**src/rtl/pl_hazard_controller.sv**
```systemverilog
// pl_hazard_controller
//   Hazard and sequencing control for a five-stage RISC-V pipeline.
//   It produces the Fetch/Decode stall and flush controls, the Execute-stage
//   forwarding selects and a whole-pipeline freeze while data memory is busy.
//   It also runs a post-reset flush sequence, halt/resume, a memory wait
//   timeout and performance counters.
//
// Ports
//   clk_i, rst_i                 clock, synchronous active-high reset
//   rs1_D_i, rs2_D_i             Decode-stage source registers
//   rs1_E_i, rs2_E_i, rd_E_i     Execute-stage sources and destination
//   res_src_E_i                  Execute result select (2'b01 = load)
//   jump_i                       taken branch/jump resolved in Execute
//   rd_M_i, rd_W_i               Memory/Writeback destinations
//   reg_wr_M_i, reg_wr_W_i       Memory/Writeback register write enables
//   mem_req_M_i, dmem_ready_i    data memory access and its completion
//   halt_req_i                   level request to pause fetch
//   stall_F_o, stall_D_o         hold the PC / hold the Decode register
//   flush_D_o, flush_E_o         clear Decode / Execute on the next edge
//   freeze_o                     hold Execute/Memory/Writeback, block writes
//   forward_A_src_o, _B_src_o    00 regfile, 01 Writeback, 10 Memory ALU
//   halted_o, mem_err_o          in HALT / sticky wait-timeout flag
//   cycle_cnt_o, stall_cnt_o, flush_cnt_o   performance counters
//
// state | meaning
// INIT  | post-reset bubbles: hold the PC, flush Decode and Execute
// RUN   | normal hazard resolution
// HALT  | Fetch and Decode held, pipeline drains behind Decode
module pl_hazard_controller #(
    parameter int INIT_FLUSH = 2,
    parameter int MAX_WAIT   = 15,
    parameter int CNT_W      = 32
) (
    input  logic             clk_i,
    input  logic             rst_i,
    input  logic [4:0]       rs1_D_i,
    input  logic [4:0]       rs2_D_i,
    input  logic [4:0]       rs1_E_i,
    input  logic [4:0]       rs2_E_i,
    input  logic [4:0]       rd_E_i,
    input  logic [1:0]       res_src_E_i,
    input  logic             jump_i,
    input  logic [4:0]       rd_M_i,
    input  logic [4:0]       rd_W_i,
    input  logic             reg_wr_M_i,
    input  logic             reg_wr_W_i,
    input  logic             mem_req_M_i,
    input  logic             dmem_ready_i,
    input  logic             halt_req_i,
    output logic             stall_F_o,
    output logic             stall_D_o,
    output logic             flush_D_o,
    output logic             flush_E_o,
    output logic             freeze_o,
    output logic [1:0]       forward_A_src_o,
    output logic [1:0]       forward_B_src_o,
    output logic             halted_o,
    output logic             mem_err_o,
    output logic [CNT_W-1:0] cycle_cnt_o,
    output logic [CNT_W-1:0] stall_cnt_o,
    output logic [CNT_W-1:0] flush_cnt_o
);

    localparam int IW = (INIT_FLUSH > 1) ? $clog2(INIT_FLUSH) : 1;
    localparam int WW = (MAX_WAIT > 0) ? $clog2(MAX_WAIT + 1) : 1;

    typedef enum logic [1:0] {INIT = 2'd0, RUN = 2'd1, HALT = 2'd2} state_t;

    state_t           state_q, state_d;
    logic [IW-1:0]    init_cnt_q, init_cnt_d;
    logic [WW-1:0]    wait_cnt_q, wait_cnt_d;
    logic             mem_err_q, mem_err_d;
    logic [CNT_W-1:0] cycle_cnt_q, stall_cnt_q, flush_cnt_q;

    logic stall_mem, load_use, timeout, jump_flush;

    assign stall_mem  = mem_req_M_i && !dmem_ready_i;
    assign load_use   = (res_src_E_i == 2'b01) && (rd_E_i != 5'd0) &&
                        ((rd_E_i == rs1_D_i) || (rd_E_i == rs2_D_i));
    // Only the first timeout matters; once mem_err is set it stays until reset.
    assign timeout    = stall_mem && (wait_cnt_q == WW'(MAX_WAIT)) &&
                        (state_q != INIT) && !mem_err_q;
    assign jump_flush = (state_q == RUN) && !stall_mem && jump_i;

    // Forwarding: the Memory stage holds the younger result, so it wins.
    always_comb begin
        forward_A_src_o = 2'b00;
        forward_B_src_o = 2'b00;
        if (reg_wr_M_i && rd_M_i != 5'd0 && rd_M_i == rs1_E_i)
            forward_A_src_o = 2'b10;
        else if (reg_wr_W_i && rd_W_i != 5'd0 && rd_W_i == rs1_E_i)
            forward_A_src_o = 2'b01;
        if (reg_wr_M_i && rd_M_i != 5'd0 && rd_M_i == rs2_E_i)
            forward_B_src_o = 2'b10;
        else if (reg_wr_W_i && rd_W_i != 5'd0 && rd_W_i == rs2_E_i)
            forward_B_src_o = 2'b01;
    end

    always_comb begin
        stall_F_o = 1'b0;
        stall_D_o = 1'b0;
        flush_D_o = 1'b0;
        flush_E_o = 1'b0;
        freeze_o  = 1'b0;
        case (state_q)
            INIT: begin
                stall_F_o = 1'b1;
                flush_D_o = 1'b1;
                flush_E_o = 1'b1;
            end
            RUN: begin
                if (stall_mem) begin
                    freeze_o  = 1'b1;
                    stall_F_o = 1'b1;
                    stall_D_o = 1'b1;
                end else if (jump_i) begin
                    flush_D_o = 1'b1;
                    flush_E_o = 1'b1;
                end else if (load_use) begin
                    stall_F_o = 1'b1;
                    stall_D_o = 1'b1;
                    flush_E_o = 1'b1;
                end
            end
            HALT: begin
                stall_F_o = 1'b1;
                stall_D_o = 1'b1;
                flush_E_o = 1'b1;
                // After a timeout the memory is presumed dead; let the rest drain.
                freeze_o  = stall_mem && !mem_err_q;
            end
            default: ;
        endcase
    end

    always_comb begin
        state_d    = state_q;
        init_cnt_d = init_cnt_q;
        mem_err_d  = mem_err_q;
        wait_cnt_d = wait_cnt_q;
        if (state_q == INIT || !stall_mem)
            wait_cnt_d = '0;
        else if (wait_cnt_q != WW'(MAX_WAIT))
            wait_cnt_d = wait_cnt_q + WW'(1);
        case (state_q)
            INIT: begin
                if (init_cnt_q == '0) state_d = RUN;
                else                  init_cnt_d = init_cnt_q - IW'(1);
            end
            RUN: begin
                if (timeout) begin
                    mem_err_d = 1'b1;
                    state_d   = HALT;
                end else if (halt_req_i && !stall_mem && !jump_i && !load_use) begin
                    state_d = HALT;
                end
            end
            HALT: begin
                if (timeout)                          mem_err_d = 1'b1;
                else if (!halt_req_i && !mem_err_q)   state_d   = RUN;
            end
            default: state_d = INIT;
        endcase
    end

    always_ff @(posedge clk_i) begin
        if (rst_i) begin
            state_q     <= INIT;
            init_cnt_q  <= IW'(INIT_FLUSH - 1);
            wait_cnt_q  <= '0;
            mem_err_q   <= 1'b0;
            cycle_cnt_q <= '0;
            stall_cnt_q <= '0;
            flush_cnt_q <= '0;
        end else begin
            state_q     <= state_d;
            init_cnt_q  <= init_cnt_d;
            wait_cnt_q  <= wait_cnt_d;
            mem_err_q   <= mem_err_d;
            cycle_cnt_q <= cycle_cnt_q + CNT_W'(1);
            if (state_q == RUN && stall_F_o) stall_cnt_q <= stall_cnt_q + CNT_W'(1);
            if (jump_flush)                  flush_cnt_q <= flush_cnt_q + CNT_W'(1);
        end
    end

    assign halted_o    = (state_q == HALT);
    assign mem_err_o   = mem_err_q;
    assign cycle_cnt_o = cycle_cnt_q;
    assign stall_cnt_o = stall_cnt_q;
    assign flush_cnt_o = flush_cnt_q;

endmodule

```
**config.mk**
```make
export PLATFORM = sky130hd
export DESIGN_NAME = pl_hazard_controller
export DESIGN_NICKNAME = d
export VERILOG_FILES = /design/src/rtl/pl_hazard_controller.sv
export SDC_FILE = /design/constraint.sdc
export NUM_CORES = 1
export LEC_CHECK = 0
export CAP_MARGIN = 20
export CORE_UTILIZATION = 55
export DETAILED_ROUTE_END_ITERATION = 6
export DONT_BUFFER_PORTS = 1
export PLACE_DENSITY = 0.74
export REMOVE_ABC_BUFFERS = 1
export SLEW_MARGIN = 20
export SYNTH_ARGS = -nofsm -noshare
export SYNTH_HDL_FRONTEND = slang
export SYNTH_SLANG_ARGS = --single-unit
export TNS_END_PERCENT = 10
```
**constraint.sdc**
```tcl
create_clock -name clk_i -period 2.5 [get_ports clk_i]
set_clock_uncertainty 0.1 [all_clocks]
set_input_delay 0.375 -clock clk_i [delete_from_list [all_inputs] [get_ports clk_i]]
set_output_delay 0.375 -clock clk_i [all_outputs]
set_load 0.01 [all_outputs]
```
# == Word level (Yosys, flattened, before mapping) ==
# Cells that the tools add are included.
# op_classes
n_mux,24
n_reduce_logical,38
div_mod_pow,0
mul,0
n_shift,0
bitwise_logic,0
n_lt_le_gt_ge,0
n_eq_ne,15
addsub,5
# ops
operator,n
32-bit by 1-bit adder with 32-bit output (second input constant),3
5-bit == test,6
1-bit logical AND,20
5-bit nonzero test,3
2-bit 2-to-1 mux,7
1-bit 2-to-1 mux,11
1-bit one-hot mux with 2 select lines,5
1-bit logical NOT,6
2-bit one-hot mux with 3 select lines,1
2-bit OR reduction,3
4-bit by 1-bit adder with 4-bit output (second input constant),1
2-bit by 1-bit == test with 1-bit output (second input constant),2
4-bit == test (second input constant),1
2-bit inequality test (second input constant),2
4-bit inequality test (second input constant),1
4-bit AND reduction,1
3-bit by 2-bit inequality test with 1-bit output (second input constant),1
2-bit == test (second input constant),1
2-bit logical NOT,1
1-bit logical OR,2
2-bit by 1-bit inequality test with 1-bit output (second input constant),1
2-bit AND reduction,1
2-bit nonzero test,1
1-bit subtractor (second input constant),1
# totals
output_inout_bits,107
elab_cells,89
mem_bits_rw,0
regBits,104
latchBits,0
mem_count,0
mem_bits_ro,0
input_bits,45

# == Longest topological paths before layout ==
# Gate-level depths: netlist (run 1).
# logic_depth
ltp_word,9
ltp_mapped,10
depth_no_buf,8

# == Worst setup path before layout (run 1) ==
# No wires, ideal clock.
# synth_timing
path_type,input to output
startpoint,input port rd_E_i[1]
endpoint,output port stall_F_o
t_required_ns,2.025
arrival_time_ns,1.763
slack_ns,0.262
path_buffers,2
stages,7
path_cell_list,or4_1 -> o21ai_2 -> nor4_2 -> a21oi_1 -> buf_2 -> buf_4 -> inv_1
# synth_via
elab_chain_len,7
elab_cells_between_ends,10
cone_classes,2 x eq/ne; 4 x mux; 4 x reduce/logical
# synth_lines
element,line_no,rtl
start: declaration,40,"input logic [4:0] rd_E_i,"
5-bit == test or 5-bit nonzero test (tied branches),"79, 78",
1-bit logical OR or 1-bit logical AND (tied branches),"79, 78",
1-bit logical AND *,78,assign load_use = (res_src_E_i == 2'b01) && (rd_E_i != 5'd0) &&
1-bit 2-to-1 mux *,119,end else if (load_use) begin
1-bit 2-to-1 mux *,116,end else if (jump_i) begin
1-bit 2-to-1 mux *,112,if (stall_mem) begin
1-bit one-hot mux with 2 select lines *,105,case (state_q)
end: declaration,50,"output logic stall_F_o,"
# Every way passes the cells marked *; elsewhere a longest branch is shown, timed or not.

# == Worst setup path after layout (run 1) ==
# layout_timing
startpoint,register state_q[0]
endpoint,output port stall_F_o
# layout_via
elab_chain_len,3
elab_cells_between_ends,5
cone_classes,2 x eq/ne; 1 x mux; 2 x reduce/logical
# layout_lines
element,line_no,rtl
start: declaration,69,"state_t state_q, state_d;"
start signal: assignment,176,state_q <= state_d;
2-bit == test,n/a,
net halted_o,57,"output logic halted_o,"
2-bit OR reduction (no source line),n/a,
1-bit one-hot mux with 2 select lines,105,
# The timed path passes the listed nets, and every way through them passes these cells.

==> results of run 1 <==
[cell usage after synthesis (4+ instances only)]
cell type  instances
mux2_2             9
dfxtp_1          104
nand4_1           23
and3_1             8
inv_1             24
nand2_1           42
ha_1               8
xnor2_1           49
or4_1             17
and2_1             5
nor3_2             7
buf_1              4
xor2_1            31
nor4_2             4
or3_1             17
clkbuf_1          12
o21ai_0           20
a21oi_1           39
and4_1             8
nand3_1           35
nor2_1            85
nor3_1            14
nor2b_1           18
nor4_1             4
buf_2              6
o31ai_1           13
mux2_1             6
[through the flow]
step                TNS, ns  hold WS [ns]
global placement          0         0.336
global route        -0.0621         0.121
CTS                       0         0.119
detailed placement        0         0.348
finish                    0         0.135
floorplan             -2.57         0.326
[worst min path at each step]
stage / from / endpoint / slack [ns]
finish: rst_i / stall_cnt_o[31]$_SDFFE_PP0P_ / 0.14
global route: rst_i / stall_cnt_o[9]$_SDFFE_PP0P_ / 0.12
CTS: rst_i / stall_cnt_o[31]$_SDFFE_PP0P_ / 0.12
detailed placement: init_cnt_q$_SDFFE_PP1P_ / init_cnt_q$_SDFFE_PP1P_ / 0.35
global placement: init_cnt_q$_SDFFE_PP1P_ / init_cnt_q$_SDFFE_PP1P_ / 0.34
floorplan: init_cnt_q$_SDFFE_PP1P_ / init_cnt_q$_SDFFE_PP1P_ / 0.33
[layer usage]
layer / GRT usage, % / share of wire [%] / wire length [um] / vias to the layer above
li1: - / - / - / 2303
met1: 27.8 / 40 / 5160 / 2225
met2: 44.9 / 50 / 6440 / 154
met5: 0 / 0 / 0 / -
met4: 6.91 / 0.87 / 112 / 0
met3: 6.56 / 8.7 / 1120 / 13
[logic make-up (layout without fill, tap and decap cells)]
| group | count (synthesis) | in the layout | synth area share (%) |
|---|---|---|---|
| AND/OR/NAND/NOR | 298 | 298 | 29.8 |
| flip-flops | 104 | 104 | 38.2 |
| AO/OA/AOI/OAI | 91 | 91 | 10.2 |
| XOR/XNOR | 80 | 80 | 12.8 |
| buffers and inverters | 49 | 71 | 3.71 |
| multiplexers | 17 | 17 | 3.46 |
| adder cells (fa/ha/maj) | 8 | 8 | 1.83 |
[report_power, final]
part	internal, W	total, W	switching, W
Clock	0.000390	0.000999	0.000609
Combinational	0.000281	0.000783	0.000502
Sequential	0.00169	0.00173	0.0000371
[sequential cells by signal, indices dropped and copies added, names as in the netlist]
signal and flops:
state_q 2, mem_err_o 1, stall_cnt_o 32, flush_cnt_o 32, init_cnt_q 1, cycle_cnt_o 32
wait_cnt_q 4
[worst max-delay path, stage by stage, from the launching register on]
cell and delay, ns:
dfxtp_1 0.37, inv_1 0.09, ha_1 0.30, nor2_2 0.20, a21boi_2 0.21, nor2_1 0.06, a21oi_2 0.19, inv_1 0.13
[area by class of cell]
class	count	area (um^2)	share of cell area, %
clock buffer	10	128	2.14
clock inverter	6	62.6	1.05
inverter	25	93.8	1.57
multi-input combinational	494	3190	53.5
sequential	104	2080	34.9
tap	129	161	2.71
timing repair buffer	30	248	4.16
[repair_timing]
item / CTS / global route
endpoints found under the hold margin: 83 / 0
setup endpoints to repair: 1 / 10
gates resized for setup: 1 / 3
hold buffers: 2 / 0
==> results.cfg, run 1 <==
[synthesis]
yosys_register_bits = 104
avgSynthCellArea_um2 = 8.43
synth_edf_count = 0
syn_inst = 647
ys.flop_type = dfxtp_1
synth-async-reset-ratio_pct = 0
synth.distinct_cells = 55
synth_top_cell_area_share_pct = 38.2
yosysWarnings = 0
yosysSeqAreaShare_pct = 38.2
synth_area_leader_cell = dfxtp_1
synthesis.area_mm2 = 0.00546
synthTopCellsByArea = dfxtp_1 38%, xnor2_1 7.9%, nor2_1 5.8%

[min_path]
holdCritPathClass = input port to register
whs_path_depth = 2

[setup_path]
reg2reg_depth = 7
critPathCaptureType = output pin
arrival_ns = 1.91
rr_endpoint = stall_cnt_o[11]$_SDFFE_PP0P_
cp.required_ns = 2.03
r2r_slack_ns = 0.15
critical_path.startpoint = state_q[0]$_SDFFE_PP0P_
r2r-start = state_q[1]$_SDFFE_PP0P_
worstSetupStartpointType = register
path_max_fanout = 5
crit_type = register to output pin
crit_end = stall_F_o

[sta]
worst_slew_pin_slew_ns = 0.631
hold_viol = 0
fin_ws_ns = 0.111
min_period_ns = 2.39
finalSetupViolCount = 0
clock.fmax_mhz = 419
fin_crit_sh_pct = 95.6
grt_setup_unrepaired = true
slew_headroom_pct = 57.6
maxSlewViolCount = 0

[floorplan]
pin_count = 152
std_cell_rows = 35
die_h_um = 102
start_util_pct = 58.0
core-area_mm2 = 0.00942
die_area_mm2 = 0.0103
die_x_um = 102

[cts]
cts_tree = done
clk-insertion-delay-late_ns = 0.36
clk_pin_slew_ns = 0.10
clock_path_buffers = 2
cts_sinks = 104
cts_setup_buffers = 0
h-tree-depth = 3
root_buffer = clkbuf_8
cts_buffers = 9

[final_layout]
area_delta_synth_final_pct = 9.26
diodes = 0
layout_commonest_cell = dfxtp_1
nets = 717
design_area_mm2 = 0.00596
nFillCells = 849
finalNonFillerCells = 798
fin_util_pct = 63.3
layout_common_cells = 104 x dfxtp_1, 84 x nor2_1, 49 x xnor2_1
drive_above_1_share_pct = 11.7

[global_route]
grt_max_degree = 84
grt_use_total_pct = 24.5
grt_pass1_vias = 4492
grt-ovfl-total = 0
grt_pass1_wl_um = 20300
antenna_found_initial = 0

[drt]
dr.pass1.iters = 4
wl_per_cell_um = 16.1
drc_errors = 0
routed_wl_um = 12800
drtAntennaViolNets = 0
drtIter0Drc = 131
routed_via_density = 5.88
num_vias = 4695

[placement]
dp_hpwl_um = 9250
io_buffers = 0
place_inst = 780
place_area_mm2 = 0.00572
gp_congestion = 0.897
dp_slack_ns = 0.131

[flow_run]
max_cap_viol_count = 0

[outcome]
status = finished clean

[pwr]
report.power.total_w = 0.00351
p_leak_nw = 2.02
pwr_density_cell_mw_per_mm2 = 589
ir_drop_v = 0.000343
Note: power is estimated with default switching activity, not from simulation.
==> inputs of run 2 (changes only) <==
Settings changed: PLACE_DENSITY 0.74 to 0.77.
Clock period 2.5 ns to 2.1 ns, I/O delays scaled along.
==> results.cfg, run 2 (synthesis results as in run 1) <==
[floorplan]
core-area_mm2 = 0.00942
die_area_mm2 = 0.0103
die_h_um = 102
std_cell_rows = 35
start_util_pct = 58.0
die_x_um = 102
pin_count = 152

[flow_run]
max_cap_viol_count = 0

[setup_path]
worstSetupStartpointType = register
arrival_ns = 1.73
crit_type = register to output pin
path_max_fanout = 3
r2r-start = state_q[1]$_SDFFE_PP0P_
r2r_slack_ns = -0.02
critPathCaptureType = output pin
cp.required_ns = 1.68
reg2reg_depth = 8
rr_endpoint = stall_cnt_o[6]$_SDFFE_PP0P_

[final_layout]
finalNonFillerCells = 870
layout_common_cells = 97 x dfxtp_1, 92 x buf_4, 81 x nor2_1
drive_above_1_share_pct = 26.0
fin_util_pct = 72.6
nFillCells = 720
nets = 789
area_delta_synth_final_pct = 25.3
layout_commonest_cell = dfxtp_1
diodes = 0

[sta]
holdWs_ns = 0.0820
worst_slew_pin_slew_ns = 0.420
fin_crit_sh_pct = 102
fin_ws_ns = -0.0419
maxSlewViolCount = 0
grt_setup_unrepaired = true
hold_viol = 0
min_period_ns = 2.14
finalSetupViolCount = 4
slew_headroom_pct = 71.8
clock.fmax_mhz = 467

[outcome]
status = finished with violations
violations = negative setup slack

[placement]
gp_congestion = 0.859
place_inst = 845
dp_slack_ns = -0.168
io_buffers = 0
dp_hpwl_um = 10100

[global_route]
busiest_layer = met2
grt_use_total_pct = 27.3
use_met1_pct = 29.4
antenna_found_initial = 0
grt_pass1_vias = 4989
grt-ovfl-total = 0
met3_usage_pct = 7.25
grt_pass1_wl_um = 22600
grt_max_degree = 84
met2_usage_pct = 51.2

[min_path]
holdCritPathClass = input port to register
hp-start = rst_i
whs_path_depth = 2
holdPathEnd = stall_cnt_o[31]$_SDFFE_PP0P_

[cts]
h-tree-depth = 3
cts_buffers = 9
root_buffer = clkbuf_8
clock_path_buffers = 2
cts_sinks = 104
clk-insertion-delay-late_ns = 0.35
cts_tree = done
clk_pin_slew_ns = 0.10

[drt]
drtAntennaViolNets = 0
drtIter0Drc = 192
num_vias = 5087
routed_wl_um = 14500
routed_via_density = 5.85
wl_per_cell_um = 16.7
drc_errors = 0
dr.pass1.iters = 4

[pwr]
ir_drop_v = 0.000493
switching_share_pct = 31.2
p_int_w = 0.00340
p_leak_nw = 2.54
clkPwrFrac_pct = 28.9
seqPwrFrac_pct = 41.8
pwr_density_cell_mw_per_mm2 = 722
net-switching-power_w = 0.00154
comb_power_share_pct = 29.2
run 2: changes by cell type in the layout (fill, tap and decap cells not counted), moves of 4 or more:
cell / delta
nor3_1: -5
dfxtp_1: -7
nor4_4: +5
or4_4: +6
or4_1: -6
ha_1: -4
buf_4: +64
dfxtp_2: +7
a21oi_2: +5
nor4_2: -4
buf_6: +5
a21oi_1: -6
nor3_2: +4
run 2: per-stage QoR:
stage	TNS, ns	instance area (um^2)	power, W
after floorplan	-9.21	5350	0.00268
after global placement	-0.433	6220	0.00308
after detailed placement	-3.06	6220	0.00311
after CTS	-0.0324	6620	0.00478
after global routing	-1.54	6840	0.00515
final	-0.0765	6840	0.00494
run 2: final cells by class:
| cell class | instances | area, um^2 | share of cell area, % |
|---|---|---|---|
| Sequential cell | 104 | 2090 | 30.6 |
| Multi-Input combinational cell | 494 | 3430 | 50.2 |
| Clock inverter | 7 | 109 | 1.59 |
| Clock buffer | 9 | 124 | 1.81 |
| Timing Repair Buffer | 102 | 830 | 12.1 |
| Tap cell | 129 | 161 | 2.36 |
| Inverter | 25 | 93.8 | 1.37 |
run 2: worst max-delay path: stages (launching register included):
cell      delay, ns
dfxtp_2        0.35
inv_2          0.06
buf_6          0.12
ha_4           0.16
nor2_4         0.12
a21boi_4       0.23
nor2_4         0.07
a21oi_4        0.20
inv_2          0.08
run 2: power by group through the flow:
stage          sequential, W  clock [W]  combinational (W)
2_1_floorplan        0.00211          0           0.000570
3_3_place_gp         0.00210          0           0.000986
3_5_place_dp         0.00210          0            0.00101
4_1_cts              0.00206    0.00145            0.00127
5_1_grt              0.00207    0.00153            0.00155
6_report             0.00207    0.00143            0.00144
run 2: timing repair:
| item | in CTS | in global routing |
|---|---|---|
| gates cloned | 0 | 0 |
| hold buffers | 3 | 0 |
| buffers inserted | 6 | 0 |
| pin swaps | 5 | 20 |
| endpoints found under the hold margin | 85 | 0 |
| setup endpoints to repair | 45 | 47 |
| gates resized for setup | 22 | 48 |
run 2: per-layer routing:
layer / wire length, um / vias up
met2: 7600 / 172
met3: 991 / 27
met4: 289 / 0
met5: 0 / -
li1: - / 2449
met1: 5610 / 2439
run 2: how the worst max path moves through the flow:
stage	from	to	depth (start not counted)	slack, ns
global route	state_q[1]$_SDFFE_PP0P_	stall_cnt_o[6]$_SDFFE_PP0P_	8	-0.13
global placement	state_q[1]$_SDFFE_PP0P_	stall_cnt_o[31]$_SDFFE_PP0P_	9	-0.05
finish	state_q[1]$_SDFFE_PP0P_	stall_F_o	8	-0.04
floorplan	rd_E_i[1]	stall_F_o	5	-0.62
detailed placement	state_q[1]$_SDFFE_PP0P_	stall_cnt_o[8]$_SDFFE_PP0P_	8	-0.17
CTS	state_q[1]$_SDFFE_PP0P_	stall_F_o	8	-0.03
==> inputs of run 3 (changes only) <==
Settings changed: ABC_AREA from default to 1, CORE_UTILIZATION 55 to 40, PLACE_DENSITY 0.77 to 0.58.
Clock period 2.1 ns to 2.3 ns, I/O delays scaled along.
==> results.cfg, run 3 <==
[sta]
worst_slew_pin_slew_ns = 0.619
fin_ws_ns = 0.205
hold_viol = 0
clock.fmax_mhz = 477
holdWs_ns = 0.0351
slew_headroom_pct = 58.4
finalSetupViolCount = 0
min_period_ns = 2.09
fin_crit_sh_pct = 91.1
maxSlewViolCount = 0

[global_route]
grt-ovfl-total = 0
antenna_found_initial = 0
grt_pass1_vias = 5742
busiest_layer = met2
grt_max_degree = 64
use_met1_pct = 23.9
grt_use_total_pct = 20.5
met3_usage_pct = 7.00
grt_pass1_wl_um = 27800
met2_usage_pct = 34.8

[synthesis]
synthesis.area_mm2 = 0.00664
synth.distinct_cells = 46
synth_top_cell_area_share_pct = 31.3
ys.flop_type = dfxtp_1
synthTopCellsByArea = dfxtp_1 31%, nand2_1 12%, inv_1 11%
synth_edf_count = 0
yosys_register_bits = 104
avgSynthCellArea_um2 = 6.47
syn_inst = 1027
synth_area_leader_cell = dfxtp_1
yosysWarnings = 0
synth-async-reset-ratio_pct = 0
synth_most_common_cell = nand2_1
yosysSeqAreaShare_pct = 31.3
ys_top_cells_by_count = 217 x nand2_1, 186 x inv_1, 126 x nor2_1, 104 x dfxtp_1, 67 x nand3_1

[setup_path]
critical_path.startpoint = state_q[1]$_SDFFE_PP0P_
arrival_ns = 2.28
critPathCaptureType = register
path_max_fanout = 10
crit_type = register to register
worstSetupStartpointType = register
r2r_slack_ns = 0.21
cp.required_ns = 2.49
r2r-start = state_q[1]$_SDFFE_PP0P_

[drt]
routed_via_density = 4.89
wl_per_cell_um = 13.4
dr.pass1.iters = 4
routed_wl_um = 16900
drtAntennaViolNets = 0
num_vias = 6177
drtIter0Drc = 322
drc_errors = 0

[pwr]
pwr_density_cell_mw_per_mm2 = 611
ir_drop_v = 0.000433
p_leak_nw = 3.13

[floorplan]
die_x_um = 131
core-area_mm2 = 0.0161
die_h_um = 131
start_util_pct = 41.4
std_cell_rows = 46
die_area_mm2 = 0.0171
pin_count = 152

[final_layout]
regArea_mm2 = 0.00208
nets = 1094
layout_commonest_cell = nand2_1
design_area_mm2 = 0.00737
drive_above_1_share_pct = 9.75
area_delta_synth_final_pct = 11.0
layout_common_cells = 217 x nand2_1, 185 x inv_1, 126 x nor2_1
multi_input_area_mm2 = 0.00372
nFillCells = 1643
diodes = 0

[flow_run]
max_cap_viol_count = 0

[cts]
clock_path_buffers = 2
h-tree-depth = 3
cts_buffers = 9
cts_sinks = 104
root_buffer = clkbuf_16
clk_pin_slew_ns = 0.07
clk-insertion-delay-late_ns = 0.36
cts_tree = done

[placement]
place_area_mm2 = 0.00703
io_buffers = 0
dp_slack_ns = 0.177
gp_congestion = 0.909
dp_hpwl_um = 12700

[min_path]
holdCritPathClass = input port to register
hp-start = rst_i

[outcome]
status = finished clean
==> run 3: changes by cell type after synthesis, moves of 11 or more <==
cell,delta
nor3_1,+20
or4_1,-15
xor2_1,-13
nor2_1,+41
xnor2_1,-32
or3_1,-17
a21oi_1,+11
nor2b_1,-18
nand2_1,+175
o31ai_1,-12
nand3_1,+32
inv_1,+162
nand4_1,+35
==> run 3: through the flow <==
| step | TNS [ns] | cells | power (W) | utilization [%] |
|---|---|---|---|---|
| floorplan | 0 | 1002 | 0.00261 | - |
| global placement | 0 | 1244 | 0.00293 | 43.8 |
| detailed placement | 0 | 1244 | 0.00294 | 43.8 |
| CTS | 0 | 1261 | 0.00458 | 45.8 |
| global route | -0.0251 | 1262 | 0.00477 | 45.9 |
| finish | 0 | 1262 | 0.00450 | 45.9 |
==> run 3: worst paths after layout <==
| path | end | cells past startpoint |
|---|---|---|
| setup / recovery | stall_cnt_o[28]$_SDFFE_PP0P_ | 13 |
| hold / removal | cycle_cnt_o[11]$_SDFF_PP0_ | 2 |
| setup reg to reg | stall_cnt_o[28]$_SDFFE_PP0P_ | 13 |
| hold reg to reg | init_cnt_q$_SDFFE_PP1P_ | 2 |
==> run 3: cell families (layout without fill, tap and decap cells) <==
group                    after synthesis  after routing  synth area share, %
adder cells (fa/ha/maj)                8              8                 1.51
XOR/XNOR                              35             35                 4.62
AND/OR/NAND/NOR                      573            573                 42.8
flip-flops                           104            104                 31.3
buffers and inverters                219            238                 12.8
AO/OA/AOI/OAI                         88             88                 6.97
==> run 3: power by group <==
part           switching [W]  internal, W  leakage (nW)
Clock               0.000710     0.000883         0.146
Sequential         0.0000364      0.00185         0.840
Combinational       0.000711     0.000316          2.14
==> run 3: layer usage <==
metal | part of all wire, % | wire, um
met5 | 0 | 0
met1 | 44 | 7420
met3 | 7.0 | 1190
met4 | 2.1 | 359
met2 | 47 | 7900
==> run 3: critical path, stage by stage (launching register included) <==
cell and delay, ns:
dfxtp_1 0.33, inv_1 0.10, ha_1 0.23, buf_6 0.18, nand2_4 0.08, nor2_8 0.17
nand4_4 0.11, nor2_4 0.15, nand4_2 0.13, nor3_2 0.16, nand3_1 0.10, nand2_1 0.07
inv_1 0.03, nor2_1 0.10
==> run 3: cell type report <==
cell class	count	share of cell area (%)
clock buffers	11	3.29
clock inverters	5	0.865
inverters	194	9.91
multi-input cells	704	50.4
flip-flops and latches	104	28.3
well taps	216	3.67
repair buffers	28	3.58
==> run 3: repair_timing <==
| item | in CTS | in global routing |
|---|---|---|
| resized for setup | 0 | 4 |
| setup endpoints to repair | 0 | 6 |
| hold buffers | 1 | 0 |
| hold endpoints to repair | 31 | 0 |
| setup buffers | 0 | 1 |
